**config.mk**
```make
export PLATFORM = sky130hd
export DESIGN_NAME = mcd_buddy_alloc_responder_flat
export DESIGN_NICKNAME = d
export VERILOG_FILES = /design/src/rtl/mcd_buddy_alloc_responder_if.sv /design/src/rtl/mcd_buddy_alloc_responder.sv /design/src/flat_wrapper.sv
export SDC_FILE = /design/constraint.sdc
export NUM_CORES = 1
export LEC_CHECK = 0
export BUFFER_PORTS_ARGS = -buffer_cell sky130_fd_sc_hd__buf_2
export CELL_PAD_IN_SITES_DETAIL_PLACEMENT = 2
export CELL_PAD_IN_SITES_GLOBAL_PLACEMENT = 2
export CORE_MARGIN = 2
export CORE_UTILIZATION = 40
export DETAILED_ROUTE_END_ITERATION = 16
export PLACE_DENSITY_LB_ADDON = 0.1
export SYNTH_ARGS = -nofsm -noshare
export SYNTH_HDL_FRONTEND = slang
export SYNTH_SLANG_ARGS = --single-unit
```
**constraint.sdc**
```tcl
create_clock -name apclk -period 16.3 [get_ports apclk]
set_input_delay 1.63 -clock apclk [delete_from_list [all_inputs] [get_ports apclk]]
set_output_delay 1.63 -clock apclk [all_outputs]
set_load 0.01 [all_outputs]
```
**src/rtl/mcd_buddy_alloc_responder_if.sv**
```systemverilog
// Request/response stream pair between the memcached pipeline (master) and
// the buddy allocator responder (slave).
interface mcd_buddy_alloc_responder_if;
    logic [56:0] alloc_tdata;
    logic        alloc_tvalid;
    logic        alloc_tready;
    logic [39:0] alloc_ret_tdata;
    logic        alloc_ret_tvalid;
    logic        alloc_ret_tready;

    modport master (
        output alloc_tdata,
        output alloc_tvalid,
        input  alloc_tready,
        input  alloc_ret_tdata,
        input  alloc_ret_tvalid,
        output alloc_ret_tready
    );

    modport slave (
        input  alloc_tdata,
        input  alloc_tvalid,
        output alloc_tready,
        output alloc_ret_tdata,
        output alloc_ret_tvalid,
        input  alloc_ret_tready
    );
endinterface

```
**src/rtl/mcd_buddy_alloc_responder.sv**
```systemverilog
// Buddy-aligned power-of-two block allocator over a NUM_BLOCKS bitmap, serving
// one alloc/free request at a time on the memcached allocation stream.
module mcd_buddy_alloc_responder #(
    parameter int unsigned NUM_BLOCKS  = 64,
    parameter int unsigned BLOCK_SHIFT = 20,
    parameter logic [31:0] BASE_ADDR   = 32'h0000_0000,
    parameter int unsigned MAX_ORDER   = 6
) (
    input  logic                              apclk,
    input  logic                              apresetn,
    mcd_buddy_alloc_responder_if.slave        alloc,
    output logic [$clog2(NUM_BLOCKS+1)-1:0]   free_cnt
);

    localparam int unsigned CW = $clog2(NUM_BLOCKS) + 1;
    localparam int unsigned FW = $clog2(NUM_BLOCKS + 1);
    localparam logic [CW-1:0]         NB       = CW'(NUM_BLOCKS);
    localparam logic [NUM_BLOCKS-1:0] ALL_ONES = '1;

    localparam logic [1:0] IDLE = 2'd0;
    localparam logic [1:0] SCAN = 2'd1;
    localparam logic [1:0] FCHK = 2'd2;
    localparam logic [1:0] RESP = 2'd3;

    logic [1:0]            state;
    logic                  op_q;
    logic [7:0]            order_q;
    logic [31:0]           addr_q;
    logic [CW-1:0]         cand;
    logic [NUM_BLOCKS-1:0] bitmap;
    logic [39:0]           ret_data;
    logic                  ret_valid;

    logic                  unused_reserved;
    logic [CW-1:0]         size;
    logic                  order_bad;
    logic [CW-1:0]         region_base;
    logic [NUM_BLOCKS-1:0] mask;
    logic                  region_free;
    logic                  region_busy;
    logic [CW-1:0]         cand_next;
    logic                  scan_last;
    logic [32:0]           diff;
    logic                  below_base;
    logic [31:0]           idx_full;
    logic [31:0]           size32;
    logic                  misaligned;
    logic                  idx_unaligned;
    logic                  out_of_range;
    logic                  free_bad;
    logic [31:0]           alloc_addr;

    assign unused_reserved = ^alloc.alloc_tdata[47:32];

    // Region size is 0 for an illegal order; every use is gated by order_bad.
    assign size      = CW'(1) << order_q;
    assign order_bad = order_q > 8'(MAX_ORDER);

    assign diff       = {1'b0, addr_q} - {1'b0, BASE_ADDR};
    assign below_base = diff[32];
    assign idx_full   = diff[31:0] >> BLOCK_SHIFT;
    assign size32     = 32'(size);

    // One mask generator shared by the alloc scan and the free check.
    assign region_base = (state == FCHK) ? idx_full[CW-1:0] : cand;
    assign mask        = (ALL_ONES >> (NB - size)) << region_base;
    assign region_free = (bitmap & mask) == '0;
    assign region_busy = (bitmap & mask) == mask;

    assign cand_next = cand + size;
    assign scan_last = cand_next >= NB;
    assign alloc_addr = BASE_ADDR + (32'(cand) << BLOCK_SHIFT);

    assign misaligned    = addr_q[BLOCK_SHIFT-1:0] != '0;
    assign idx_unaligned = (idx_full & (size32 - 32'd1)) != '0;
    assign out_of_range  = ({1'b0, idx_full} + {1'b0, size32}) > 33'(NUM_BLOCKS);
    assign free_bad = order_bad || below_base || misaligned || idx_unaligned ||
                      out_of_range || !region_busy;

    assign alloc.alloc_tready     = (state == IDLE);
    assign alloc.alloc_ret_tvalid = ret_valid;
    assign alloc.alloc_ret_tdata  = ret_data;

    always_ff @(posedge apclk or negedge apresetn) begin
        if (!apresetn) begin
            state     <= IDLE;
            op_q      <= 1'b0;
            order_q   <= '0;
            addr_q    <= '0;
            cand      <= '0;
            bitmap    <= '0;
            free_cnt  <= FW'(NUM_BLOCKS);
            ret_data  <= '0;
            ret_valid <= 1'b0;
        end else begin
            case (state)
                IDLE: begin
                    if (alloc.alloc_tvalid) begin
                        op_q    <= alloc.alloc_tdata[56];
                        order_q <= alloc.alloc_tdata[55:48];
                        addr_q  <= alloc.alloc_tdata[31:0];
                        cand    <= '0;
                        state   <= alloc.alloc_tdata[56] ? FCHK : SCAN;
                    end
                end
                SCAN: begin
                    if (order_bad) begin
                        ret_data <= {6'b0, 1'b0, 1'b1, 32'h0};
                        state    <= RESP;
                    end else if (region_free) begin
                        bitmap   <= bitmap | mask;
                        free_cnt <= free_cnt - FW'(size);
                        ret_data <= {6'b0, 1'b0, 1'b0, alloc_addr};
                        state    <= RESP;
                    end else if (scan_last) begin
                        ret_data <= {6'b0, 1'b0, 1'b1, 32'h0};
                        state    <= RESP;
                    end else begin
                        cand <= cand_next;
                    end
                end
                FCHK: begin
                    if (free_bad) begin
                        ret_data <= {6'b0, 1'b1, 1'b1, addr_q};
                    end else begin
                        bitmap   <= bitmap & ~mask;
                        free_cnt <= free_cnt + FW'(size);
                        ret_data <= {6'b0, 1'b1, 1'b0, addr_q};
                    end
                    state <= RESP;
                end
                RESP: begin
                    // Response data settles on entry; valid rises one cycle later.
                    if (!ret_valid) begin
                        ret_valid <= 1'b1;
                    end else if (alloc.alloc_ret_tready) begin
                        ret_valid <= 1'b0;
                        state     <= IDLE;
                    end
                end
                default: state <= IDLE;
            endcase
        end
    end

endmodule

```
**src/flat_wrapper.sv**
```systemverilog
// flat-port wrapper written by rule: the top's interface ports become plain ports
module mcd_buddy_alloc_responder_flat 
#(
    parameter int unsigned NUM_BLOCKS  = 64,
    parameter int unsigned BLOCK_SHIFT = 20,
    parameter logic [31:0] BASE_ADDR   = 32'h0000_0000,
    parameter int unsigned MAX_ORDER   = 6
)
  (apclk, apresetn, free_cnt, alloc_alloc_tdata, alloc_alloc_tvalid, alloc_alloc_tready, alloc_alloc_ret_tdata, alloc_alloc_ret_tvalid, alloc_alloc_ret_tready);
  mcd_buddy_alloc_responder_if alloc_i ();
  input  logic apclk;
  input  logic apresetn;
  output logic [$clog2(NUM_BLOCKS+1)-1:0] free_cnt;
  input wire logic [$bits(alloc_i.alloc_tdata)-1:0] alloc_alloc_tdata;
  input wire logic [$bits(alloc_i.alloc_tvalid)-1:0] alloc_alloc_tvalid;
  output wire logic [$bits(alloc_i.alloc_tready)-1:0] alloc_alloc_tready;
  output wire logic [$bits(alloc_i.alloc_ret_tdata)-1:0] alloc_alloc_ret_tdata;
  output wire logic [$bits(alloc_i.alloc_ret_tvalid)-1:0] alloc_alloc_ret_tvalid;
  input wire logic [$bits(alloc_i.alloc_ret_tready)-1:0] alloc_alloc_ret_tready;
  assign alloc_i.alloc_tdata = alloc_alloc_tdata;
  assign alloc_i.alloc_tvalid = alloc_alloc_tvalid;
  assign alloc_alloc_tready = alloc_i.alloc_tready;
  assign alloc_alloc_ret_tdata = alloc_i.alloc_ret_tdata;
  assign alloc_alloc_ret_tvalid = alloc_i.alloc_ret_tvalid;
  assign alloc_i.alloc_ret_tready = alloc_alloc_ret_tready;
  mcd_buddy_alloc_responder #(.NUM_BLOCKS(NUM_BLOCKS), .BLOCK_SHIFT(BLOCK_SHIFT), .BASE_ADDR(BASE_ADDR), .MAX_ORDER(MAX_ORDER)) u_core (.apclk(apclk), .apresetn(apresetn), .alloc(alloc_i), .free_cnt(free_cnt));
endmodule
```
==> run summary <==
The worst setup slack for register-to-register paths came out at 6.11 ns. The total via count in the routed design came out at 16,993. The area taken by multi-input logic gates came out at 0.009530 sq mm. The floorplan has 69 rows. At the pin with the least slew margin, the transition time is 1.265 ns.

The remaining global-route overflow came out at 0. The number of standard cells after synthesis came out at 1,783. The biggest area contributor in the post-synthesis netlist is sky130_fd_sc_hd__dfrtp_1. The number of antenna violations at the first check in global routing is 4. The worst setup path is launched from a register. The internal portion of the total power is 0.001547 W.

Yosys attributes the largest share of cell area to sky130_fd_sc_hd__dfrtp_1 (27%), sky130_fd_sc_hd__nand2_1 (5.0%), sky130_fd_sc_hd__mux2_2 (4.9%), sky130_fd_sc_hd__mux2i_1 (4.2%), sky130_fd_sc_hd__o21ai_0 (3.8%). Among all flip-flop cells after synthesis, the most frequent one is sky130_fd_sc_hd__dfrtp_1. The number of max-slew violations in the final report came out at 0. The reported leakage power came out at 6.396 nW. The maximum vdd ir drop is 0.1200 mV. The critical path class is register to register. The unique cell type count in the Yosys netlist came out at 103. The setup total negative slack came out at 0 ns. 110 I/O pins were placed. The cell at the root of the clock tree is sky130_fd_sc_hd__clkbuf_16. The number of setup buffers added after CTS is 0. The area growth from synthesis to layout is 10.80%. The last weighted congestion value of the routability-driven placer is 0.9963.

The CTS clock-pin slew for the worst setup and hold paths is 0.07 ns. The endpoint type of the worst setup path is a register. The detailed-routing iteration count for the pre-antenna-repair pass is 6.

The critical path data required time came out at 16.66 ns. The max-cap violation count came out at 0. The count of input and output buffers is 87. Post-CTS repair changed the size of 0 cells.

The fraction of the yosys area taken by sequential cells came out at 27.27%. Using the TritonRoute via totals, the vias-per-cell ratio works out to 7.469. The Yosys step of the flow raised 0 warnings. Of the available clock period, the critical path in the final layout requires 62.49%. The power consumption is 0.003731 W. The maximum single-stage delay on the critical path came out at 0.99 ns.

The number of sinks driven by the clock tree came out at 155. The first global-routing pass estimated 124,300 um of wire. The core region area came out at 0.03531 sq mm.

The total clock buffers created by CTS came out at 17. The startpoint of the worst-slack reg-to-reg timing path is u_core.order_q[6]. The total wire length is 86,050 um. The H-tree generated during clock tree synthesis spans 4 levels. The post-detailed-route wirelength per cell is 37.82 um.

The run finished with clean final reports. The area of the die is 0.03709 sq mm. The starting density of the core came out at 40.29%. The net count reported at finish is 1,893. The number of cell instances on the worst register-to-register path came out at 20. In this run the power density over the cells is 236.7 mW/mm^2. The startpoint identified for the worst hold timing path is u_core.free_cnt[6]. For the worst setup path, the data arrival time is 10.54 ns. The detailed router finished its first iteration with 2,251 violations. Combinational logic is responsible for 66.9% of the overall power. The time the final worst path needs with I/O delays and setup came out at 10.19 ns. The number of buffers between clock root and the deepest sink is 2. The total DRC errors in the routed layout is 0. Global routing used 46.56% of the available tracks across all layers. Summed over all nets, the switching power comes to 0.002184 W.

The filler cells instantiated in the layout total 3,905. The die is 192.6 um tall. Detailed placement finished with a half-perimeter wire length of 61,160 um. The number of storage elements in the synthesis netlist came out at 155. The power share of the clock group is 12.6%. The pin count of the biggest net entering global routing is 72. The width of the chip is 192.6 um. Walking the worst path, the cells encountered are or4_1 -> buf_4 -> or3_1 -> ha_1 -> buf_4 -> inv_1 -> ha_1 -> nor2b_1 -> a22oi_1 -> a2111oi_2 -> a211oi_1 -> a221oi_1 -> a211oi_1 -> o21ai_0 -> o21ai_0 -> a2111oi_0 -> nand4_1 -> nor3_2 -> nand2_1 -> o31ai_1. The sequential cell area is 0.003880 sq mm.

The slowest stage of the critical path belongs to the cell sky130_fd_sc_hd__a221oi_1. The number of hold buffers added after CTS came out at 0. The mean area per synthesized cell is 7.979 sq um.

The number of hold-slack violations in the final timing report came out at 0. In this run the tightest slew margin relative to its limit is 14.57%. Along the worst hold path, the cell count comes to 1.

Setup repair after global routing left no endpoint under its margin. The share of the synthesized area in the top cell type came out at 27.09%. The count of nets left with antenna violations once routing finished came out at 0. The setup-violating endpoint count in the final report came out at 0. The power share of the sequential group is 20.5%. The highest fanout seen on the critical path came out at 29. The worst hold path terminates at u_core.free_cnt[6]. Yosys instantiated no cell more often than sky130_fd_sc_hd__nand2_1. Sorting the synthesized cells by how often they occur yields sky130_fd_sc_hd__nand2_1 (188), sky130_fd_sc_hd__dfrtp_1 (154), sky130_fd_sc_hd__nor2_1 (115). In this run the worst hold path is classified as register to register.

The TritonCTS clock tree is yes. At the later pin of the worst-skew pair, clock insertion delay measures 0.49 ns. The post-route clock skew is 0.01904 ns. The synthesized design contains 0 enable-type register cells. The cell area after technology mapping is 0.01423 sq mm. The switching share of power is 58.54%. The via count of the first global-routing pass is 17,441. Cells with a size suffix above 1 make up 15.89% of the layout. Counting flops with an async set or reset pin after synthesis yields a share of 100.0%. The achievable frequency is 98.18 MHz.
## layout by cell type, fill, tap and decap left out, types with 17 or more instances in the layout
cell / instances
sky130_fd_sc_hd__a211oi_1: 42
sky130_fd_sc_hd__a21oi_1: 93
sky130_fd_sc_hd__a22o_1: 36
sky130_fd_sc_hd__a22oi_1: 17
sky130_fd_sc_hd__a31oi_1: 31
sky130_fd_sc_hd__buf_2: 86
sky130_fd_sc_hd__buf_4: 50
sky130_fd_sc_hd__clkbuf_16: 17
sky130_fd_sc_hd__dfrtp_1: 154
sky130_fd_sc_hd__ha_1: 28
sky130_fd_sc_hd__inv_1: 80
sky130_fd_sc_hd__mux2_2: 62
sky130_fd_sc_hd__mux2i_1: 54
sky130_fd_sc_hd__nand2_1: 187
sky130_fd_sc_hd__nand2b_1: 17
sky130_fd_sc_hd__nand3_1: 57
sky130_fd_sc_hd__nand4_1: 22
sky130_fd_sc_hd__nor2_1: 113
sky130_fd_sc_hd__nor3_1: 55
sky130_fd_sc_hd__nor4_1: 32
sky130_fd_sc_hd__o2111ai_1: 17
sky130_fd_sc_hd__o211ai_1: 32
sky130_fd_sc_hd__o21ai_0: 105
sky130_fd_sc_hd__o22ai_1: 27
sky130_fd_sc_hd__o31ai_1: 24
## cell families after synthesis
family	share of synthesized area, %
other	0.02636
multiplexers	9.455
adder cells (fa/ha/maj)	3.043
buffers and inverters	6.623
AO/OA/AOI/OAI	32.18
flip-flops	27.27
XOR/XNOR	1.231
AND/OR/NAND/NOR	20.17
## routing by layer
metal / part of all wire [%] / wire length [um] / GRT usage (%)
met1: 40 / 33990 / 59.39
met2: 44 / 38220 / 71.84
met3: 10 / 8802 / 12.33
met4: 5.8 / 5027 / 24.69
met5: 0 / 0 / 0.1374
## through the flow
stage	setup WS (ns)	instances	hold slack (ns)	instance area, sq um	util, %
CTS	6.694	2274	0.4951	15760	44.63
global placement	6.963	2242	0.4774	15110	42.79
floorplan	9.483	1788	0.4726	14240	-
global route	5.930	2275	0.5064	15760	44.64
detailed placement	6.765	2242	0.4857	15110	42.79
finish	6.115	2275	0.4933	15760	44.64
## how the worst max path moves through the flow
stage	start	endpoint	cells after the start
floorplan	u_core.order_q[6]	u_core.free_cnt[0]	26
detailed placement	u_core.order_q[6]	register	20
finish	u_core.order_q[6]	register	20
CTS	u_core.order_q[6]	register	20
global route	u_core.order_q[6]	register	20
global placement	u_core.order_q[6]	register	20
## worst max-delay path, delay by kind of cell (launching register included)
kind	cells	cell delay [ns]
and+or+nand+nor	6	3.83
adders and majority gates	2	0.77
AOI/OAI and AO/OA	9	4.19
buffers and inverters	3	0.83
DFF	1	0.41
## power groups by stage
| stage | sequential, W | combinational, W | clock [W] |
|---|---|---|---|
| finish | 0.000763 | 0.00250 | 0.000470 |
| global route | 0.000774 | 0.00256 | 0.000484 |
| CTS | 0.000752 | 0.00238 | 0.000472 |
| detailed placement | 0.000741 | 0.00233 | 0 |
| global placement | 0.000723 | 0.00226 | 0 |
| floorplan | 0.000682 | 0.00141 | 0 |
## layout make-up
class	count	share of cell area, %
Multi-Input combinational cell	1408	60.46
Timing Repair Buffer	137	5.183
Tap cell	461	3.659
Sequential cell	155	24.62
Antenna cell	1	0.01588
Inverter	81	1.929
Clock buffer	21	2.985
Clock inverter	11	1.151
(Power assumes the default switching activity.)
